**config.mk**
```make
export PLATFORM = sky130hd
export DESIGN_NAME = dram_arbiter
export DESIGN_NICKNAME = d
export VERILOG_FILES = /design/src/rtl/dram_arbiter_pkg.sv /design/src/rtl/dram_arbiter_rr_arb.sv /design/src/rtl/dram_arbiter.sv
export SDC_FILE = /design/constraint.sdc
export NUM_CORES = 1
export LEC_CHECK = 0
export CAP_MARGIN = 20
export CORE_AREA = 2 2 116 118
export CTS_CLUSTER_DIAMETER = 100
export CTS_CLUSTER_SIZE = 25
export DETAILED_ROUTE_END_ITERATION = 8
export DIE_AREA = 0 0 118 120
export MAX_ROUTING_LAYER = met4
export PLACE_DENSITY = 0.78
export SYNTH_ARGS = -nofsm -noshare
export SYNTH_HDL_FRONTEND = slang
export SYNTH_SLANG_ARGS = --single-unit
```
**constraint.sdc**
```tcl
create_clock -name clk -period 3.2 [get_ports clk]
set_clock_uncertainty 0.15 [all_clocks]
set_input_delay 0.96 -clock clk [delete_from_list [all_inputs] [get_ports clk]]
set_output_delay 0.96 -clock clk [all_outputs]
set_load 0.03 [all_outputs]
```
**src/rtl/dram_arbiter_pkg.sv**
```systemverilog
// Shared configuration and types for the data-RAM arbiter.
//   dram_depth          : RAM word-address width
//   dram_req_type       : registered request (word addr, wdata, wstrb, owner, range error)
//   dram_arb_state_type : sequencer states
package configure;

  localparam int unsigned dram_depth = 10;

  typedef struct packed {
    logic [dram_depth-1:0] addr;
    logic [31:0]           wdata;
    logic [3:0]            wstrb;
    logic                  owner;
    logic                  err;
  } dram_req_type;

  typedef enum logic [1:0] {
    IDLE   = 2'd0,
    ACCESS = 2'd1,
    RESP   = 2'd2
  } dram_arb_state_type;

  // Byte address to RAM word address; addr[1:0] is dropped.
  function automatic logic [dram_depth-1:0] word_addr(input logic [31:0] a);
    return a[dram_depth+1:2];
  endfunction

  // Any address bit above the RAM window flags an out-of-range access.
  function automatic logic addr_err(input logic [31:0] a);
    return |a[31:dram_depth+2];
  endfunction

endpackage

```
**src/rtl/dram_arbiter_rr_arb.sv**
```systemverilog
// Combinational 2-way round-robin pick.
//   i_req          : eligible (already masked) requests
//   i_last_grant   : index granted most recently
//   o_gnt_valid_c  : some request is granted
//   o_gnt_idx_c    : granted index
module dram_rr_arb (
  input  logic [1:0] i_req,
  input  logic       i_last_grant,
  output logic       o_gnt_valid_c,
  output logic       o_gnt_idx_c
);

  // On a tie the requester that did not win last time is picked.
  always_comb begin
    o_gnt_valid_c = |i_req;
    o_gnt_idx_c   = 1'b0;
    if (&i_req) begin
      o_gnt_idx_c = ~i_last_grant;
    end else begin
      o_gnt_idx_c = i_req[1];
    end
  end

endmodule

```
**src/rtl/dram_arbiter.sv**
```systemverilog
// Two-master arbiter and sequencer in front of the synchronous data RAM.
//   clk, rst              : clock, synchronous active-low reset
//   mN_valid/addr/wdata/wstrb : master request (wstrb 0 = read)
//   mN_rdata/mN_ready     : completion pulse and read data
//   dram_*                : RAM write/read ports (1-cycle registered read)
module dram_arbiter
  import configure::*;
(
  input  logic                  clk,
  input  logic                  rst,
  input  logic                  m0_valid,
  input  logic [31:0]           m0_addr,
  input  logic [31:0]           m0_wdata,
  input  logic [3:0]            m0_wstrb,
  output logic [31:0]           m0_rdata,
  output logic                  m0_ready,
  input  logic                  m1_valid,
  input  logic [31:0]           m1_addr,
  input  logic [31:0]           m1_wdata,
  input  logic [3:0]            m1_wstrb,
  output logic [31:0]           m1_rdata,
  output logic                  m1_ready,
  output logic                  dram_wen,
  output logic [dram_depth-1:0] dram_waddr,
  output logic [dram_depth-1:0] dram_raddr,
  output logic [31:0]           dram_wdata,
  output logic [3:0]            dram_wstrb,
  input  logic [31:0]           dram_rdata
);

  dram_arb_state_type r_state, w_next_state;
  dram_req_type       r_req, w_new_req;
  logic               r_last_grant;
  logic               r_wen, w_wen_next;
  logic [3:0]         r_wstrb, w_wstrb_next;
  logic [1:0]         r_ready, w_ready_next;
  logic [1:0]         w_elig;
  logic               w_gnt_valid, w_gnt_idx;
  logic               w_rd_ok;
  logic               w_unused_addr_lsbs;

  assign w_unused_addr_lsbs = ^{m0_addr[1:0], m1_addr[1:0]};

  // No grant during ACCESS; in RESP the current owner is still holding valid.
  always_comb begin
    w_elig = 2'b00;
    if (r_state != ACCESS) begin
      w_elig[0] = m0_valid & ~((r_state == RESP) & (r_req.owner == 1'b0));
      w_elig[1] = m1_valid & ~((r_state == RESP) & (r_req.owner == 1'b1));
    end
  end

  dram_rr_arb u_rr_arb (
    .i_req         (w_elig),
    .i_last_grant  (r_last_grant),
    .o_gnt_valid_c (w_gnt_valid),
    .o_gnt_idx_c   (w_gnt_idx)
  );

  // Next state, next request capture and next registered RAM/master controls.
  always_comb begin
    w_next_state = r_state;
    w_new_req    = '0;
    w_wen_next   = 1'b0;
    w_wstrb_next = 4'h0;
    w_ready_next = 2'b00;

    w_new_req.addr  = word_addr(w_gnt_idx ? m1_addr : m0_addr);
    w_new_req.wdata = w_gnt_idx ? m1_wdata : m0_wdata;
    w_new_req.wstrb = w_gnt_idx ? m1_wstrb : m0_wstrb;
    w_new_req.owner = w_gnt_idx;
    w_new_req.err   = addr_err(w_gnt_idx ? m1_addr : m0_addr);

    case (r_state)
      IDLE:    if (w_gnt_valid) w_next_state = ACCESS;
      ACCESS:  w_next_state = RESP;
      RESP:    w_next_state = w_gnt_valid ? ACCESS : IDLE;
      default: w_next_state = IDLE;
    endcase

    if (w_gnt_valid) begin
      w_wen_next   = (|w_new_req.wstrb) & ~w_new_req.err;
      w_wstrb_next = w_new_req.wstrb;
    end

    if (r_state == ACCESS) begin
      w_ready_next = r_req.owner ? 2'b10 : 2'b01;
    end
  end

  // State, request and output registers.
  always_ff @(posedge clk) begin
    if (!rst) begin
      r_state      <= IDLE;
      r_req        <= '0;
      r_last_grant <= 1'b1;
      r_wen        <= 1'b0;
      r_wstrb      <= 4'h0;
      r_ready      <= 2'b00;
    end else begin
      r_state <= w_next_state;
      if (w_gnt_valid) begin
        r_req        <= w_new_req;
        r_last_grant <= w_gnt_idx;
      end
      r_wen   <= w_wen_next;
      r_wstrb <= w_wstrb_next;
      r_ready <= w_ready_next;
    end
  end

  // Request register is stable through RESP, so it qualifies the RAM read data.
  assign w_rd_ok = (r_req.wstrb == 4'h0) & ~r_req.err;

  assign m0_ready   = r_ready[0];
  assign m1_ready   = r_ready[1];
  assign m0_rdata   = (r_ready[0] & w_rd_ok) ? dram_rdata : 32'h0;
  assign m1_rdata   = (r_ready[1] & w_rd_ok) ? dram_rdata : 32'h0;
  assign dram_wen   = r_wen;
  assign dram_wstrb = r_wstrb;
  assign dram_waddr = r_req.addr;
  assign dram_raddr = r_req.addr;
  assign dram_wdata = r_req.wdata;

endmodule

```
Word level (Yosys, flattened, before mapping)
Index checks and enable logic that the tools add are counted.

operators by class
  bitwise logic cells = 14
  eq/ne operators = 4
  muxes and demuxes = 11
  reductions and logical operators = 8

operators with widths
  kind                                                                     number
  32-bit two-way mux                                                       4
  20-bit OR reduction                                                      1
  1-bit AND                                                                8
  2-bit two-way mux                                                        3
  1-bit inverter                                                           6
  2-bit case mux with 3 select lines                                       1
  2-bit AND reduction                                                      3
  4-bit zero test                                                          1
  4-bit two-way mux                                                        1
  4-bit OR reduction                                                       1
  2-bit by 1-bit == test with 1-bit output, second input constant          1
  2-bit == test, second input constant                                     1
  2-bit zero test                                                          1
  1-bit two-way mux                                                        2
  2-bit by 1-bit inequality test with 1-bit output, second input constant  1
  2-bit inequality test, second input constant                             1
  2-bit OR reduction                                                       1

word-level totals
  bits in registers = 58
  bits of input ports = 172

Longest topological paths before layout
  word-level depth = 11
  depth in mapped cells = 6
  mapped depth without buffers = 4

Cells and area by module
Synthesis repeated with hierarchy kept, for this count alone.

unflattened totals
  cells, all modules = 382
  area total of the unflattened synthesis = 3488.3 µm²

modules (own cells, without submodules)
  module        seq. area each (µm²)  times used  cells each  area an instance (µm²)
  dram_arbiter  1161.1                1           380         3474.6
  dram_rr_arb   0.0                   1           2           13.8

Least setup slack after synthesis
Ideal clock, no wire load.

  path type = register to output
  start = register r_req[0] (netlist bit)
  end = output port m0_rdata[10]
  slack = 0.523 ns
  data arrival time = 1.567 ns
  stages on the path, launching flop included = 5
  path through = dfxtp_1 or4_1 nor2_2 clkbuf_2 and3_1

between the ends
  longest elaborated chain between the ends = 4

ends and longest elaborated chain
  element                 RTL line             source
  from (decl)             dram_arbiter.sv:32   dram_req_type r_req, w_new_req;
  from (signal assigned)  dram_arbiter.sv:103  r_req <= w_new_req;
  1-bit inverter          dram_arbiter.sv:113  assign w_rd_ok = (r_req.wstrb == 4'h0) & ~r_req.err;
  1-bit AND               dram_arbiter.sv:113
  1-bit AND               dram_arbiter.sv:117  assign m0_rdata = (r_ready[0] & w_rd_ok) ? dram_rdata : 32'h0;
  32-bit two-way mux      dram_arbiter.sv:117
  to (decl)               dram_arbiter.sv:15   output logic [31:0] m0_rdata,

No other way between the ends.

Worst setup path in the final report
  start = register r_req[0] (netlist bit)
  end = output port m1_rdata[27]

between the ends
  longest elaborated chain between the ends = 4

ends and longest elaborated chain
  element             RTL line             source
  1-bit inverter      dram_arbiter.sv:113
  1-bit AND           dram_arbiter.sv:113
  1-bit AND           dram_arbiter.sv:118  assign m1_rdata = (r_ready[1] & w_rd_ok) ? dram_rdata : 32'h0;
  32-bit two-way mux  dram_arbiter.sv:118
  to (decl)           dram_arbiter.sv:21   output logic [31:0] m1_rdata,

No other way between the ends.

==> results.md <==
Run status:
- The run finished with clean final reports.

Clock tree:
- The clock-pin slew of the registers on the worst-case setup and hold paths is 0.05 ns.
- TritonCTS built the clock tree.
- The longest clock path from root to sink contains 2 buffers.
- The setup fix buffers added after clock tree synthesis is 0.
- For the worst-skew pair, the clock arrives at the later sink with an insertion delay of 0.31 ns.
- The buffer cell driving the clock tree root is sky130_fd_sc_hd__clkbuf_16.
- The total of hold buffers inserted after clock tree synthesis is 0.
- The number of clock buffers inserted by TritonCTS is 9.
- The clock drives 58 sinks.
- The level count of the clock H-tree is 3.
- After clock tree synthesis, the repair step resized 0 gates.

Logic synthesis:
- The synthesized instance count is about 350.
- The average instance area after synthesis is 10.4 µm².
- Yosys printed 0 warnings.
- The net count of the mapped netlist is 518.
- The cell area after technology mapping is about 3600 µm².
- Sequential elements use 32.3% of the synthesized area.
- Synthesis instantiated 31 different standard cells from the library.
- The number of register bits inferred by synthesis is 58.

Timing:
- The slew at the pin with the worst max-slew slack is ~0.54 ns.
- The highest clock rate is 0.328 GHz.
- Setup repair after global routing left no endpoint under its margin.
- Dividing the final minimum period by the clock period gives a little over nine tenths.
- Measured against its own limit, the worst slew margin works out to between 60% and 70%.
- The max-slew violation count is 0.
- The final critical delay including setup and external delays is roughly 3 ns.
- The minimum hold slack is 0.319 ns.
- The sum of negative setup slack is 0 ns.
- The final count of hold timing violations is 0.
- The number of endpoints failing setup at the final stage is 0.

Detailed routing:
- The total via count in the routed design is 3541.
- The final antenna-violating net count is 0.
- The detailed router finished its first iteration with 115 violations.
- The vias per cell is 4.69.
- Before antenna repair, the detailed router went through 4 iterations.
- The final wirelength is about 13000 µm.
- In the routed design, unresolved DRC markers number 0.
- The post-detailed-route wirelength per cell is approximately 17 µm.

Worst setup path:
- The family with the most delay on the worst path is simple AND/OR/NAND/NOR gates.
- The critical path goes through or4_1 -> nor2_4 -> buf_12 -> and3_1 -> buf_12.
- The kind of start point of the critical path is a flop.
- The worst path arrival time is 1.94 ns.
- The worst setup path is of the reg -> out kind.
- The cell with the biggest individual delay on the critical path is sky130_fd_sc_hd__or4_1.
- The worst endpoint required time is 2.09 ns.
- The sort of element at the end of the critical path is an output port.
- The count of buffering cells on the critical path with inverters included is 2.
- The cell that appears most often on the critical path is sky130_fd_sc_hd__buf_12.
- Along the worst path, the maximum fanout reaches between 60 and 70.
- For this run, the slowest stage of the critical path takes ~0.57 ns.

Power:
- The leakage power summed over all cells is slightly below 0.003 µW.
- The analysis attributes to net switching a power of 873 µW.
- The internal power component is 1940 µW.
- Net switching is 31.0% of the power.
- Per report_power, the sequential group accounts for between 30% and 40% of the total.
- In this run, the combinational gates consume 34.9% of the power.
- Of the total power, the clock network draws between 30 and 40%.
- The maximum VDD drop is 0.222 mV.
- Dividing total power by cell area gives a power density of 430 nW/µm².
- Summing internal, switching and leakage power gives 2820 µW.

Global routing:
- Global routing finished with a remaining overflow of 0.
- For this run, the total global-route usage over all layers was measured as 17.8%.
- The via count of the first global-routing pass is 3649.
- The first global-routing pass estimated 19300 µm of wire.
- Entering global routing, the biggest net connects 65 pins.
- The number of antenna violations at the first check in global routing is 0.

Floorplanning:
- During I/O placement, the number of pins put on the boundary was 295.
- The effective utilization at floorplan is 27.7%.
- The floorplan die area is 14200 µm².
- The overall die width is between 100 and 150 µm.
- The region available for standard cell placement spans 13000 µm².
- In this run the vertical extent of the chip is 120 µm.
- The number of placement rows is 42.

Cells and area:
- The synthesis-to-finish area growth is 82.0%.
- The top cell types in the final layout, fill and taps aside, are 226 x sky130_fd_sc_hd__clkdlybuf4s50_1, 65 x sky130_fd_sc_hd__and3_1, 58 x sky130_fd_sc_hd__dfxtp_1, 56 x sky130_fd_sc_hd__buf_4, 47 x sky130_fd_sc_hd__mux2i_1.
- The sequential cells in the finished layout cover a total of between 1000 and 1500 µm².
- 0 antenna diodes ended up in the layout.
- The number of nets in the finished design is 746.
- The number of fillers in the final layout is ~1200.
- In the final layout, the share of cells above drive strength 1 is between 20% and 30%.
- The multi-input combinational cells in the finished layout cover a total of 1860 µm².
- For this run, the share of the core covered by cells in the final layout is approximately half.
- Leaving out fill and tap cells, the most frequent cell in the layout is sky130_fd_sc_hd__clkdlybuf4s50_1.

Placement:
- The half-perimeter wire length after placement is 10300 µm.
- The number of input and output port buffers inserted is 290.
- Routability-driven placement finished with a final weighted congestion of 0.811.

Min path:
- The type of the tightest min-delay check is reg -> reg.

Run:
- The max capacitance violation total is 0.
[worst register-to-register path, delay by kind of cell (launching register included)]
kind / cells / cell delay, ns
buf+inv: 1 / 0.36
simple gates: 2 / 0.61
flops: 1 / 0.42
compound gates: 2 / 0.29
[layer usage]
layer | vias up | share of wire [%] | GRT usage, %
li1 | 1686 | - | -
met1 | 1651 | 40 | 19.6
met2 | 191 | 51 | 31.9
met3 | 13 | 7.7 | 4.61
met4 | 0 | 1.3 | 4.89
met5 | - | 0 | -
[flip-flops by register name, indices dropped and copies added, names as in the netlist]
name          count
r_req             6
dram_raddr       10
r_state           2
dram_wstrb        4
dram_wen          1
r_ready           2
r_last_grant      1
dram_wdata       32
[power by group through the flow]
stage	clock [µW]	combinational, µW	sequential (µW)
floorplan	0	624	883
global placement	0	974	884
detailed placement	0	991	887
CTS	991	994	876
global route	1020	1040	885
finish	958	984	875
[cells in the mapped netlist (all sizes together)]
cell type	number	area share, %
nand2b	1	0.17
mux2i	47	13
a21boi	1	0.21
nor4	12	2.1
a211o	1	0.24
nor3b	2	0.56
clkbuf	12	1.5
xnor2	1	0.24
dfxtp	58	32
o21ai	1	0.14
and3	65	11
inv	1	0.10
or4b	2	0.56
nor2	8	0.90
nand2	4	0.42
o2bb2ai	46	19
or4	2	0.42
buf	69	15
and2	2	0.35
nand3	3	0.42
a22oi	1	0.21
nor2b	3	0.52
a21oi	2	0.28
o31ai	1	0.21
or2	1	0.17
[cells by family after synthesis]
family          Yosys count  share of synthesized area [%]
compound gates           53                           20.1
xor+xnor                  1                          0.244
buf+inv                  82                           16.4
flops                    58                           32.3
mux                      47                           13.1
simple gates            105                           17.9
[per-stage QoR]
step | area [µm²] | setup slack [ns] | instances
after CTS | 6550 | 0.119 | 755
after detailed placement | 6250 | 0.170 | 739
after floorplan | 3600 | 0.523 | 346
after global placement | 6250 | 0.235 | 739
final | 6550 | 0.152 | 755
after global routing | 6550 | 0.0486 | 755
[final cells by class]
class                           count  area share (%)
Multi-Input combinational cell    206            28.4
Sequential cell                    58            17.7
Inverter                            1          0.0573
Clock buffer                       14            4.03
Timing Repair Buffer              298            45.9
Clock inverter                      2           0.535
Tap cell                          176            3.36
[final timing paths]
path | cells after the start | slack, ns | startpoint | endpoint
setup / recovery | 5 | 0.15 | r_req[0] | m1_rdata[27]
hold reg to reg | 1 | 0.32 | dram_wdata[4] | dram_wdata[4]
setup reg to reg | 5 | 1.25 | r_state[0] | dram_wdata[31]
hold / removal | 1 | 0.32 | dram_wdata[4] | dram_wdata[4]
(Power assumes the default switching activity.)
